$ cat src/rtl/alu_seq_ctrl_pkg.sv
// definitions: ALU opcode enumeration plus the sequencer command and state types.
package definitions;

    typedef enum logic [2:0] {
        ADD   = 3'd0,
        SUB   = 3'd1,
        LSH   = 3'd2,
        RSH   = 3'd3,
        ANDOP = 3'd4,
        OROP  = 3'd5,
        XOROP = 3'd6,
        PASSA = 3'd7
    } alu_op_t;

    typedef enum logic [1:0] {
        CMD_SUBZ = 2'b00,
        CMD_MUL  = 2'b01,
        CMD_POP  = 2'b10,
        CMD_RSV  = 2'b11
    } seq_cmd_t;

    typedef enum logic [1:0] {
        IDLE,
        ADD_PH,
        SHF_PH,
        DONE
    } seq_state_t;

endpackage

$ cat src/rtl/alu_seq_ctrl_alu.sv
// ALU: single-cycle W-bit ALU; shifts move InputA by InputB bit positions, zero-filled.
module ALU
    import definitions::*;
#(
    parameter int W   = 8,
    parameter int Ops = 3
) (
    input  logic [Ops-1:0] OP,
    input  logic [W-1:0]   InputA,
    input  logic [W-1:0]   InputB,
    input  logic           SC_in,
    output logic [W-1:0]   Result,
    output logic           SC_out,
    output logic           Zero,
    output logic           Parity,
    output logic           Odd
);

    logic [W:0] sum;

    always_comb begin
        sum    = '0;
        Result = '0;
        SC_out = 1'b0;
        case (OP)
            Ops'(ADD): begin
                sum    = {1'b0, InputA} + {1'b0, InputB} + {{W{1'b0}}, SC_in};
                Result = sum[W-1:0];
                SC_out = sum[W];
            end
            // SC_out carries the borrow for SUB
            Ops'(SUB): begin
                sum    = {1'b0, InputA} - {1'b0, InputB};
                Result = sum[W-1:0];
                SC_out = sum[W];
            end
            Ops'(LSH):   Result = InputA << InputB;
            Ops'(RSH):   Result = InputA >> InputB;
            Ops'(ANDOP): Result = InputA & InputB;
            Ops'(OROP):  Result = InputA | InputB;
            Ops'(XOROP): Result = InputA ^ InputB;
            Ops'(PASSA): Result = InputA;
            default:     Result = '0;
        endcase
    end

    assign Zero   = ~|Result;
    assign Parity = ^Result;
    assign Odd    = Result[0];

endmodule

$ cat src/rtl/alu_seq_ctrl.sv
// alu_seq_ctrl: multi-cycle MUL/POP/SUBZ sequencer driving a private ALU one primitive op per cycle.
// Build option ALU_SEQ_EARLY_EXIT_EN: finish MUL/POP as soon as the remaining operand is zero.
module alu_seq_ctrl
    import definitions::*;
#(
    parameter int W   = 8,
    parameter int Ops = 3
) (
    input  logic         Clk,
    input  logic         Reset,
    input  logic         req_valid,
    output logic         req_ready,
    input  logic [1:0]   req_cmd,
    input  logic [W-1:0] req_a,
    input  logic [W-1:0] req_b,
    output logic         rsp_valid,
    input  logic         rsp_ready,
    output logic [W-1:0] rsp_data,
    output logic         rsp_zero,
    output logic         busy
);

    // state  | meaning
    // IDLE   | waiting for a command, req_ready high
    // ADD_PH | ALU ADD/SUB into acc
    // SHF_PH | ALU shift of x by one, local y shift, iter++
    // DONE   | result held on rsp_data until rsp_ready

    localparam int            IW        = $clog2(W + 1);
    localparam logic [IW-1:0] LAST_ITER = IW'(W - 1);

    seq_state_t     state, state_nxt;
    seq_cmd_t       cmd;
    logic [W-1:0]   acc, x, y;
    logic [IW-1:0]  iter;
    logic [Ops-1:0] alu_op;
    logic [W-1:0]   alu_a, alu_b, alu_res;
    logic           alu_sc_unused, alu_zero_unused, alu_parity_unused, alu_odd_unused;
    logic           accept, last_iter;

    assign accept = req_valid && req_ready;

`ifdef ALU_SEQ_EARLY_EXIT_EN
    // y is shifted locally, x comes back from the ALU this cycle
    assign last_iter = (iter == LAST_ITER) ||
                       ((cmd == CMD_MUL) ? (y[W-1:1] == '0) : (alu_res == '0));
`else
    assign last_iter = (iter == LAST_ITER);
`endif

    always_ff @(posedge Clk or posedge Reset) begin
        if (Reset) state <= IDLE;
        else       state <= state_nxt;
    end

    always_comb begin
        state_nxt = state;
        alu_op    = Ops'(ADD);
        alu_a     = '0;
        alu_b     = '0;
        case (state)
            IDLE: if (accept) state_nxt = ADD_PH;
            ADD_PH: begin
                case (cmd)
                    CMD_MUL: begin
                        alu_a = acc;
                        alu_b = x;
                    end
                    CMD_POP: begin
                        alu_a = acc;
                        alu_b = {{(W-1){1'b0}}, x[0]};
                    end
                    CMD_SUBZ: begin
                        alu_op = Ops'(SUB);
                        alu_a  = x;
                        alu_b  = y;
                    end
                    default: ;
                endcase
                state_nxt = (cmd == CMD_MUL || cmd == CMD_POP) ? SHF_PH : DONE;
            end
            SHF_PH: begin
                alu_op    = (cmd == CMD_MUL) ? Ops'(LSH) : Ops'(RSH);
                alu_a     = x;
                alu_b     = W'(1);
                state_nxt = last_iter ? DONE : ADD_PH;
            end
            DONE: if (rsp_valid && rsp_ready) state_nxt = IDLE;
            default: state_nxt = IDLE;
        endcase
    end

    always_ff @(posedge Clk or posedge Reset) begin
        if (Reset) begin
            cmd  <= CMD_SUBZ;
            acc  <= '0;
            x    <= '0;
            y    <= '0;
            iter <= '0;
        end else begin
            case (state)
                IDLE: if (accept) begin
                    cmd  <= seq_cmd_t'(req_cmd);
                    acc  <= '0;
                    x    <= req_a;
                    y    <= req_b;
                    iter <= '0;
                end
                // reserved command adds 0+0, so acc stays 0
                ADD_PH: if (cmd != CMD_MUL || y[0]) acc <= alu_res;
                SHF_PH: begin
                    x    <= alu_res;
                    iter <= iter + 1'b1;
                    if (cmd == CMD_MUL) y <= y >> 1;
                end
                default: ;
            endcase
        end
    end

    ALU #(.W(W), .Ops(Ops)) u_alu (
        .OP     (alu_op),
        .InputA (alu_a),
        .InputB (alu_b),
        .SC_in  (1'b0),
        .Result (alu_res),
        .SC_out (alu_sc_unused),
        .Zero   (alu_zero_unused),
        .Parity (alu_parity_unused),
        .Odd    (alu_odd_unused)
    );

    assign req_ready = (state == IDLE) && !Reset;
    assign rsp_valid = (state == DONE);
    assign busy      = (state != IDLE);
    assign rsp_data  = acc;
    assign rsp_zero  = ~|acc;

endmodule

$ cat config.mk
export PLATFORM = sky130hd
export DESIGN_NAME = alu_seq_ctrl
export DESIGN_NICKNAME = d
export VERILOG_FILES = /design/src/rtl/alu_seq_ctrl_pkg.sv /design/src/rtl/alu_seq_ctrl_alu.sv /design/src/rtl/alu_seq_ctrl.sv
export SDC_FILE = /design/constraint.sdc
export NUM_CORES = 1
export LEC_CHECK = 0
export ABC_AREA = 1
export CORE_MARGIN = 2
export CORE_UTILIZATION = 30
export CTS_BUF_LIST = sky130_fd_sc_hd__clkbuf_4
export DETAILED_ROUTE_END_ITERATION = 8
export GPL_TIMING_DRIVEN = 0
export PLACE_DENSITY_LB_ADDON = 0.15
export SETUP_SLACK_MARGIN = 0.3
export SLEW_MARGIN = 5
export SYNTH_ARGS = -nofsm -noshare
export SYNTH_HDL_FRONTEND = slang
export SYNTH_HIERARCHICAL = 1
export SYNTH_SLANG_ARGS = --single-unit
$ cat constraint.sdc
create_clock -name Clk -period 3.9 [get_ports Clk]
set_clock_uncertainty 0.1 [all_clocks]
set_input_delay 1.17 -clock Clk [delete_from_list [all_inputs] [get_ports Clk]]
set_output_delay 1.17 -clock Clk [all_outputs]
set_load 0.02 [all_outputs]
==> run summary, run 1 <==
final-layout fill cell count: 1,399
first-pass GRT wire length: 20.20 mm
cell area power density: 576.7 nW/um2
CTS tree: built
number of setup violations in the final report: 0
critical path launch point type: register
fin crit share: 0.8810
Max H-tree Level: 2
Cell Count, Final, Fillers Out: 884
Netlist Area Pre-Place: 3911 um2
Slew Limit Fails: 0
Max Fclk: 291.1 MHz
clk root buf: clkbuf_4
worst hold path class: reg -> reg
Worst setup EP type: register
initial antenna violation count: 0
GRT overflow: 0
RSZ-0062 raised after global routing: true
Net count, final: 771
Placer Congestion: 0.9253
vias in the first global route: 4,075
Mapped Avg Cell Area: 6.111 um2
static leakage: 2.421 nW
Avg WL per Cell: 14.47 um
clk_lat worst skew: 0.35 ns
crit path time final: 3.436 ns
DR iter-0 viols: 204
share of cells above drive strength 1: 0.1756
clk slew on worst S/H paths: 0.10 ns
Hold Slack: 0.3870 ns
Post-Place Cells: 851
number of remaining DRC errors: 0
hold_buf cts: 0
pin count of the biggest net entering global routing: 35
outcome: finished, final reports clean
Power, Total: 2.879 mW
TritonCTS Buffers: 5
row count: 41
GRT Overall Usage: 0.1793
n_diodes: 0
Worst Path Required: 4.05 ns
worst-margin pin slew: 0.7676 ns
initial core utilization: 0.3087
# clock sinks: 32
total routed wirelength: 12.79 mm
HPWL Detailed: 10.17 mm
via count: 4,312
Pre-Repair DR Iteration Count: 5
cells after synthesis: 640
crit path DAT: 3.59 ns
die width: 118.2 um
total core area: 12,670 um2
critical path fanouts, max: 8
Area Growth Syn to Fin: 27.64%
relative slew slack: 0.4875
Yosys warning count: 6
Longest Clk Path Bufs: 2
Die Y-Extent: 118.2 um
Vias per Instance: 4.878
final hold violation count: 0
Detail Route Antenna Nets: 0
WS Path Type: reg -> reg
maximum vdd ir drop: 0.3737 mV
die area: 13,970 um2
boundary pin count: 34
max cap viols: 0
port buffer count: 33
-- flip-flops by register name, summed over array words and instances, names as in the netlist --
signal and count:
iter 4, y 8, cmd 2, x 8, state 2, rsp_data 8
-- where the power goes --
| group | internal [mW] | switching [mW] | leakage (nW) |
|---|---|---|---|
| Sequential | 0.461 | 0.111 | 0.412 |
| Combinational | 0.777 | 1.33 | 1.98 |
| Clock | 0.0754 | 0.121 | 0.0293 |
-- timing repair --
item | 4_1_cts | 5_1_grt
buffers inserted | 5 | 20
gates resized for setup | 20 | 60
setup endpoints to repair | 17 | 15
pin swaps | 1 | 14
-- cell usage in the layout (no fill, tap or decap), types with 4 or more instances in the layout --
| master | count |
|---|---|
| nand2_1 | 204 |
| inv_1 | 75 |
| nand3_1 | 58 |
| nor2_1 | 52 |
| buf_4 | 32 |
| clkdlybuf4s50_1 | 32 |
| dfrtp_1 | 31 |
| ha_1 | 30 |
| o21ai_0 | 24 |
| inv_2 | 20 |
| nand4_1 | 16 |
| a21oi_1 | 13 |
| o21ai_1 | 10 |
| nand3b_1 | 10 |
| o21ai_4 | 8 |
| conb_1 | 7 |
| nand3_2 | 6 |
| buf_6 | 6 |
| nand2_2 | 6 |
| clkbuf_4 | 6 |
| nand2_4 | 5 |
| buf_2 | 4 |
| a21oi_2 | 4 |
| ha_4 | 4 |
-- worst paths after layout --
path	startpoint	end	slack [ns]	cells past startpoint
worst max-delay path	cmd[0]$_DFFE_PP0P_	x[4]$_DFFE_PP0P_	0.46	18
worst min-delay path	y[1]$_DFFE_PP0P_	y[1]$_DFFE_PP0P_	0.39	2
worst max register to register	cmd[0]$_DFFE_PP0P_	x[4]$_DFFE_PP0P_	0.46	18
worst min register to register	y[1]$_DFFE_PP0P_	y[1]$_DFFE_PP0P_	0.39	2
max in group asynchronous	Reset	state[1]$_DFFE_PP0P_	1.96	2
min in group asynchronous	Reset	x[4]$_DFFE_PP0P_	1.22	2
-- critical path, cell delays in order, from the launching register on --
cell and delay, ns:
dfrtp_1 0.43, buf_4 0.15, ha_1 0.25, nor2_4 0.28, nand2_8 0.15, o21ai_4 0.24
inv_2 0.09, ha_2 0.22, fa_2 0.37, nor2_2 0.13, o21ai_0 0.10, nand2_1 0.09
a21oi_1 0.06, o21ai_0 0.10, nand4_1 0.27, nand2_1 0.14, nand2_1 0.05, nand2_1 0.06
o21ai_1 0.06
-- through the flow --
stage | utilization | worst slack, ns | instance area (um2) | TNS (ns)
finish | 0.3940 | 0.4643 | 4992 | 0
global route | 0.3940 | 0.2380 | 4992 | 0
CTS | 0.3662 | 0.3038 | 4639 | 0
detailed placement | 0.3535 | -0.1994 | 4479 | -0.8267
global placement | 0.3535 | -0.1874 | 4479 | -0.5360
floorplan | - | 0.7924 | 3934 | 0
-- per-layer routing --
layer / GRT usage / vias up / wire [um]
li1: - / 2181 / -
met5: 0 / - / 0
met3: 0.01400 / 16 / 473
met4: 0.06476 / 0 / 253
met2: 0.3168 / 122 / 6354
met1: 0.2277 / 1993 / 5709
-- area by class of cell --
type,count,area [um2],area share
Buffer,19,143.9,0.02882
Clock buffer,6,45.04,0.009023
Clock inverter,2,11.26,0.002256
Inverter,97,370.4,0.07419
Multi-Input combinational cell,498,2884,0.5777
Sequential cell,32,802.0,0.1607
Tap cell,172,215.2,0.04311
Timing Repair Buffer,58,520.5,0.1043
Power figures use the tool's default switching activity.
==> run 2, diff against run 1 <==
- HOLD_SLACK_MARGIN: unset -> 0.02
==> results of run 2 <==
The final DEF is identical to that of run 1; final timing and power are the same.
==> run 3, diff against run 2 <==
- SKIP_LAST_GASP: unset -> 1
==> results of run 3 <==
The final DEF is identical to that of run 1; final timing and power are the same.
==> edit 1 (flow settings as in run 1) <==
Build with the macro `ALU_SEQ_EARLY_EXIT_EN` defined.
--- a/src/rtl/alu_seq_ctrl.sv
+++ b/src/rtl/alu_seq_ctrl.sv
@@ -1,5 +1,7 @@
 // alu_seq_ctrl: multi-cycle MUL/POP/SUBZ sequencer driving a private ALU one primitive op per cycle.
 // Build option ALU_SEQ_EARLY_EXIT_EN: finish MUL/POP as soon as the remaining operand is zero.
+`define ALU_SEQ_EARLY_EXIT_EN
+
 module alu_seq_ctrl
     import definitions::*;
 #(
Behaviour: not the same (Yosys sat finds a counterexample within 4 cycles, from zero or initial values and one cycle with Reset high).
==> edit 1 against run 1 <==
Worst setup slack worse by 0.31 ns; core utilization is 3.3 points higher; cell area is 7.9% higher; global-route usage is 2.8 points higher; sequential cell count stayed put; area after synthesis is 0.80% lower; total power is 36% higher; first-iteration DRC count is 63% higher; wire length is 13% higher; combinational power is 49% higher; maximum frequency is 8.3% lower; synthesized cell count is 5.5% lower; largest power group unchanged.
==> edit 1: results (changes against run 1) <==
Status -> finished clean (unchanged)
Pin count of the biggest net entering global routing -> 34 (was 35)
Iter 0 DRT Violations -> 332 (was 204)
Global-route wire length before repair -> 22900 um (was 20200 um)
RePlAce Congestion -> 0.903 (was 0.925)
R2r worst-path depth -> 25 (was 18)
Layout cell share with drive strength beyond 1 -> 0.272 (was 0.176)
Post-DP Area -> 0.00445 mm^2 (was 0.00448 mm^2)
Slew Limit Headroom -> 0.489 (was 0.488)
Worst reg2reg path endpoint -> state[1] (was x[4])
Root Driver -> clkbuf_4 (unchanged)
Worst-path fanout max -> 7 (was 8)
Number of global-route vias before repair -> 4216 (was 4075)
Buffers on Ports -> 33 (unchanged)
R2R setup slack -> 0.15 ns (was 0.46 ns)
Layout Nets -> 769 (was 771)
Max rail drop VDD -> 0.364 mV (was 0.374 mV)
Hold Startpoint -> rsp_data[0] (was y[1])
CP arrival -> 3.93 ns (was 3.59 ns)
Hold path depth -> 2 (unchanged)
Routed len/inst -> 16.5 um (was 14.5 um)
CTS H-tree depth -> 2 (unchanged)
Min Hold Slack -> 0.425 ns (was 0.387 ns)
Total GRT Usage -> 0.207 (was 0.179)
Hpwl dp -> 10700 um (was 10200 um)
WHS Endpoint -> rsp_data[0] (was y[1])
Leakage power -> 0.00250 uW (was 0.00242 uW)
N_diodes -> 0 (unchanged)
Reg2reg start -> state[0] (was cmd[0])
Vias per Instance -> 5.02 (was 4.88)
edit 1: changes by cell type in the layout (fill, tap and decap cells not counted), moves of 8 or more:
cell      delta
o21ai_1      +8
o211ai_1    +14
o21ai_0     -11
nand2_1     -74
buf_4       +23
nand3b_1     -8
o21ai_2     +10
edit 1: per-stage QoR:
step           worst slack (ns)  cells
4_1_cts                   0.228    859
5_1_grt                 -0.0507    881
6_report                  0.154    881
2_1_floorplan             0.319    611
3_5_place_dp             -0.782    816
3_3_place_gp             -0.792    816
edit 1: final cells by class:
class,count,area [um^2]
buffer,22,188
inverter,107,420
clock buffer,5,37.5
timing repair buffer,91,808
multi-input combinational,450,2910
sequential,32,802
clock inverter,2,7.51
fill,1360,7230
tap,172,215
edit 1: power breakdown:
part / switching (uW) / leakage, uW / internal (uW) / total [uW]
sequential: 102 / 0.000407 / 473 / 575
clock: 121 / 0.0000261 / 62.9 / 184
combinational: 1900 / 0.00206 / 1240 / 3140
edit 1: worst max path at each step:
stage	start	to	slack, ns	depth (start not counted)
2_1_floorplan	state[1]	state[1]	0.32	27
3_3_place_gp	state[0]	state[1]	-0.79	22
3_5_place_dp	state[1]	state[1]	-0.78	23
4_1_cts	state[1]	state[1]	0.23	27
5_1_grt	state[1]	state[1]	-0.05	24
6_report	state[0]	state[1]	0.15	25
edit 1: routing by layer:
metal | vias up | wire length (um) | global-route usage
met5 | - | 0 | 0
met1 | 2112 | 6720 | 0.290
met2 | 121 | 6740 | 0.340
li1 | 2167 | - | -
met3 | 25 | 750 | 0.0300
met4 | 0 | 301 | 0.0399
edit 1: repair_timing:
| action | CTS | global route |
|---|---|---|
| setup endpoints to repair | 18 | 11 |
| setup buffers | 36 | 22 |
| gates resized for setup | 88 | 44 |
| pin swaps | 26 | 27 |
edit 1: critical path: stages, from the launching register on:
cell	delay [ns]
dfrtp_2	0.45
buf_6	0.13
ha_4	0.17
buf_8	0.12
nand2_4	0.05
nor2_4	0.04
buf_6	0.15
o211ai_1	0.10
nand3_2	0.12
inv_2	0.08
buf_6	0.10
fa_2	0.19
inv_2	0.05
fa_2	0.40
buf_4	0.15
a31oi_2	0.13
xor2_1	0.08
nand2_1	0.06
nand4_1	0.24
nor2_1	0.20
nand2_1	0.08
nor2_2	0.13
nand2_2	0.09
nand2_2	0.09
nand2_2	0.05
a21oi_2	0.12
==> edit 2 (config.mk and constraints of run 1) <==
Made on the original files. Remove the case item `Ops'(SUB)` of the case on `OP`.
--- a/src/rtl/alu_seq_ctrl_alu.sv
+++ b/src/rtl/alu_seq_ctrl_alu.sv
@@ -29,11 +29,6 @@
                 SC_out = sum[W];
             end
             // SC_out carries the borrow for SUB
-            Ops'(SUB): begin
-                sum    = {1'b0, InputA} - {1'b0, InputB};
-                Result = sum[W-1:0];
-                SC_out = sum[W];
-            end
             Ops'(LSH):   Result = InputA << InputB;
             Ops'(RSH):   Result = InputA >> InputB;
             Ops'(ANDOP): Result = InputA & InputB;
Function: changed (a bounded check fails within 4 cycles, from zero or initial values and one cycle with Reset high).
==> edit 2 against run 1 <==
First-iteration DRC count increased by 26%; cell area down 15%; die area down 11%; final cell count is 14% lower; non-clock buffer count fell by 26; total power is 20% lower; sequential share of layout area increased by 2.9 points; worst hold slack gained 0.0064 ns; sequential cell count stayed put; sequential power shrank 5.1%; count of clock-buffer cells in the layout is 1 lower; wire length fell by 13%; area after synthesis down 11%; worst setup slack better by 0.038 ns.
==> edit 2: results (changes against run 1) <==
Iter 0 DRT Violations -> 257 (was 204)
Setup WS pre-CTS -> 0.130 ns (was -0.199 ns)
N_diodes -> 0 (unchanged)
Min-Delay Path Class -> reg -> reg (unchanged)
DRT Pass-1 Iters -> 5 (unchanged)
RePlAce Congestion -> 0.932 (was 0.925)
Hpwl dp -> 8800 um (was 10200 um)
Status -> finished clean (unchanged)
Clk_lat worst skew -> 0.36 ns
Pin count of the biggest net entering global routing -> 35 (unchanged)
Worst-path fanout max -> 8 (unchanged)
Wirelength, routed -> 11200 um (was 12800 um)
Vias per Instance -> 4.87 (was 4.88)
Fill count -> 1245 (was 1399)
Layout cell share with drive strength beyond 1 -> 0.114 (was 0.176)
CTS max path bufs -> 2 (unchanged)
Total GRT Usage -> 0.176 (was 0.179)
Slew Limit Fails -> 0 (unchanged)
Leakage power -> 0.00204 uW (was 0.00242 uW)
Global-route wire length before repair -> 17800 um (was 20200 um)
Buffers on Ports -> 33 (unchanged)
Initial antenna violation count -> 0 (unchanged)
Number of global-route vias before repair -> 3503 (was 4075)
Slew Limit Headroom -> 0.502 (was 0.488)
Reg clk slew, reported paths -> 0.11 ns
Root Driver -> clkbuf_4 (unchanged)
Layout Nets -> 666 (was 771)
Yosys warnings -> 6 (unchanged)
CP delay by family, top -> simple AND/OR/NAND/NOR gates (unchanged)
Cts bufs inserted -> 5 (unchanged)
CTS H-tree depth -> 2 (unchanged)
Max stage delay on crit path -> 0.45 ns (was 0.43 ns)
Max rail drop VDD -> 0.301 mV (was 0.374 mV)
Crit-path slowest cell -> dfrtp_2 (was dfrtp_1)
[edit 2: cell count changes in the layout (fill, tap and decap cells not counted), moves of 7 or more]
| cell | delta |
|---|---|
| buf_4 | -20 |
| o21ai_1 | +9 |
| o22ai_1 | +11 |
| inv_2 | -7 |
| nor2_1 | -19 |
| nand4_1 | -7 |
| nand3_1 | -9 |
| nand2_1 | -8 |
[edit 2: worst reg2reg max path: cells and delay by family, from the launching register on]
kind                       cells  cell delay, ns
DFF                            1            0.45
buffers and inverters          4            0.49
AOI/OAI and AO/OA              4            0.63
adders and majority gates      2            0.69
and+or+nand+nor                9            0.94
[edit 2: final timing paths]
check | startpoint | to | slack (ns) | depth (start not counted)
setup / recovery | state[1] | x[7] | 0.50 | 19
hold / removal | y[1] | y[1] | 0.39 | 2
setup reg to reg | state[1] | x[7] | 0.50 | 19
hold reg to reg | y[1] | y[1] | 0.39 | 2
max in group asynchronous | Reset | state[1] | 2.01 | 2
min in group asynchronous | Reset | state[0] | 1.18 | 2
[edit 2: metrics by stage]
step	cell area [um^2]	total power, uW	cells	util
floorplan	3500	1550	566	-
global placement	4010	1970	742	0.353
detailed placement	4010	1980	742	0.353
CTS	4080	2190	751	0.359
finish	4230	2300	757	0.372
global route	4230	2510	757	0.372
[edit 2: final cells by class]
cell class,instances,share of cell area
buffer,10,0.0192
clock buffer,5,0.00888
clock inverter,2,0.00178
inverter,87,0.0790
multi-input combinational,437,0.567
sequential,32,0.190
tap,143,0.0423
timing repair buffer,41,0.0921
[edit 2: routing by layer]
layer	vias up	wire (um)	track usage
met3	17	491	0.0261
li1	1887	-	-
met1	1706	5470	0.249
met2	79	5040	0.282
met4	0	185	0.0477
met5	-	0	0
[edit 2: what timing repair did]
| item | 4_1_cts | 5_1_grt |
|---|---|---|
| setup endpoints to repair | 11 | 13 |
| gates resized for setup | 5 | 24 |
| setup buffers | 2 | 6 |
| pin swaps | 1 | 1 |
[edit 2: power breakdown]
| part | leakage (uW) | switching, uW | internal [uW] | total, uW |
|---|---|---|---|---|
| sequential | 0.000413 | 95.1 | 448 | 543 |
| combinational | 0.00160 | 1030 | 531 | 1560 |
| clock | 0.0000261 | 126 | 62.9 | 189 |
| total | 0.00204 | 1250 | 1040 | 2300 |
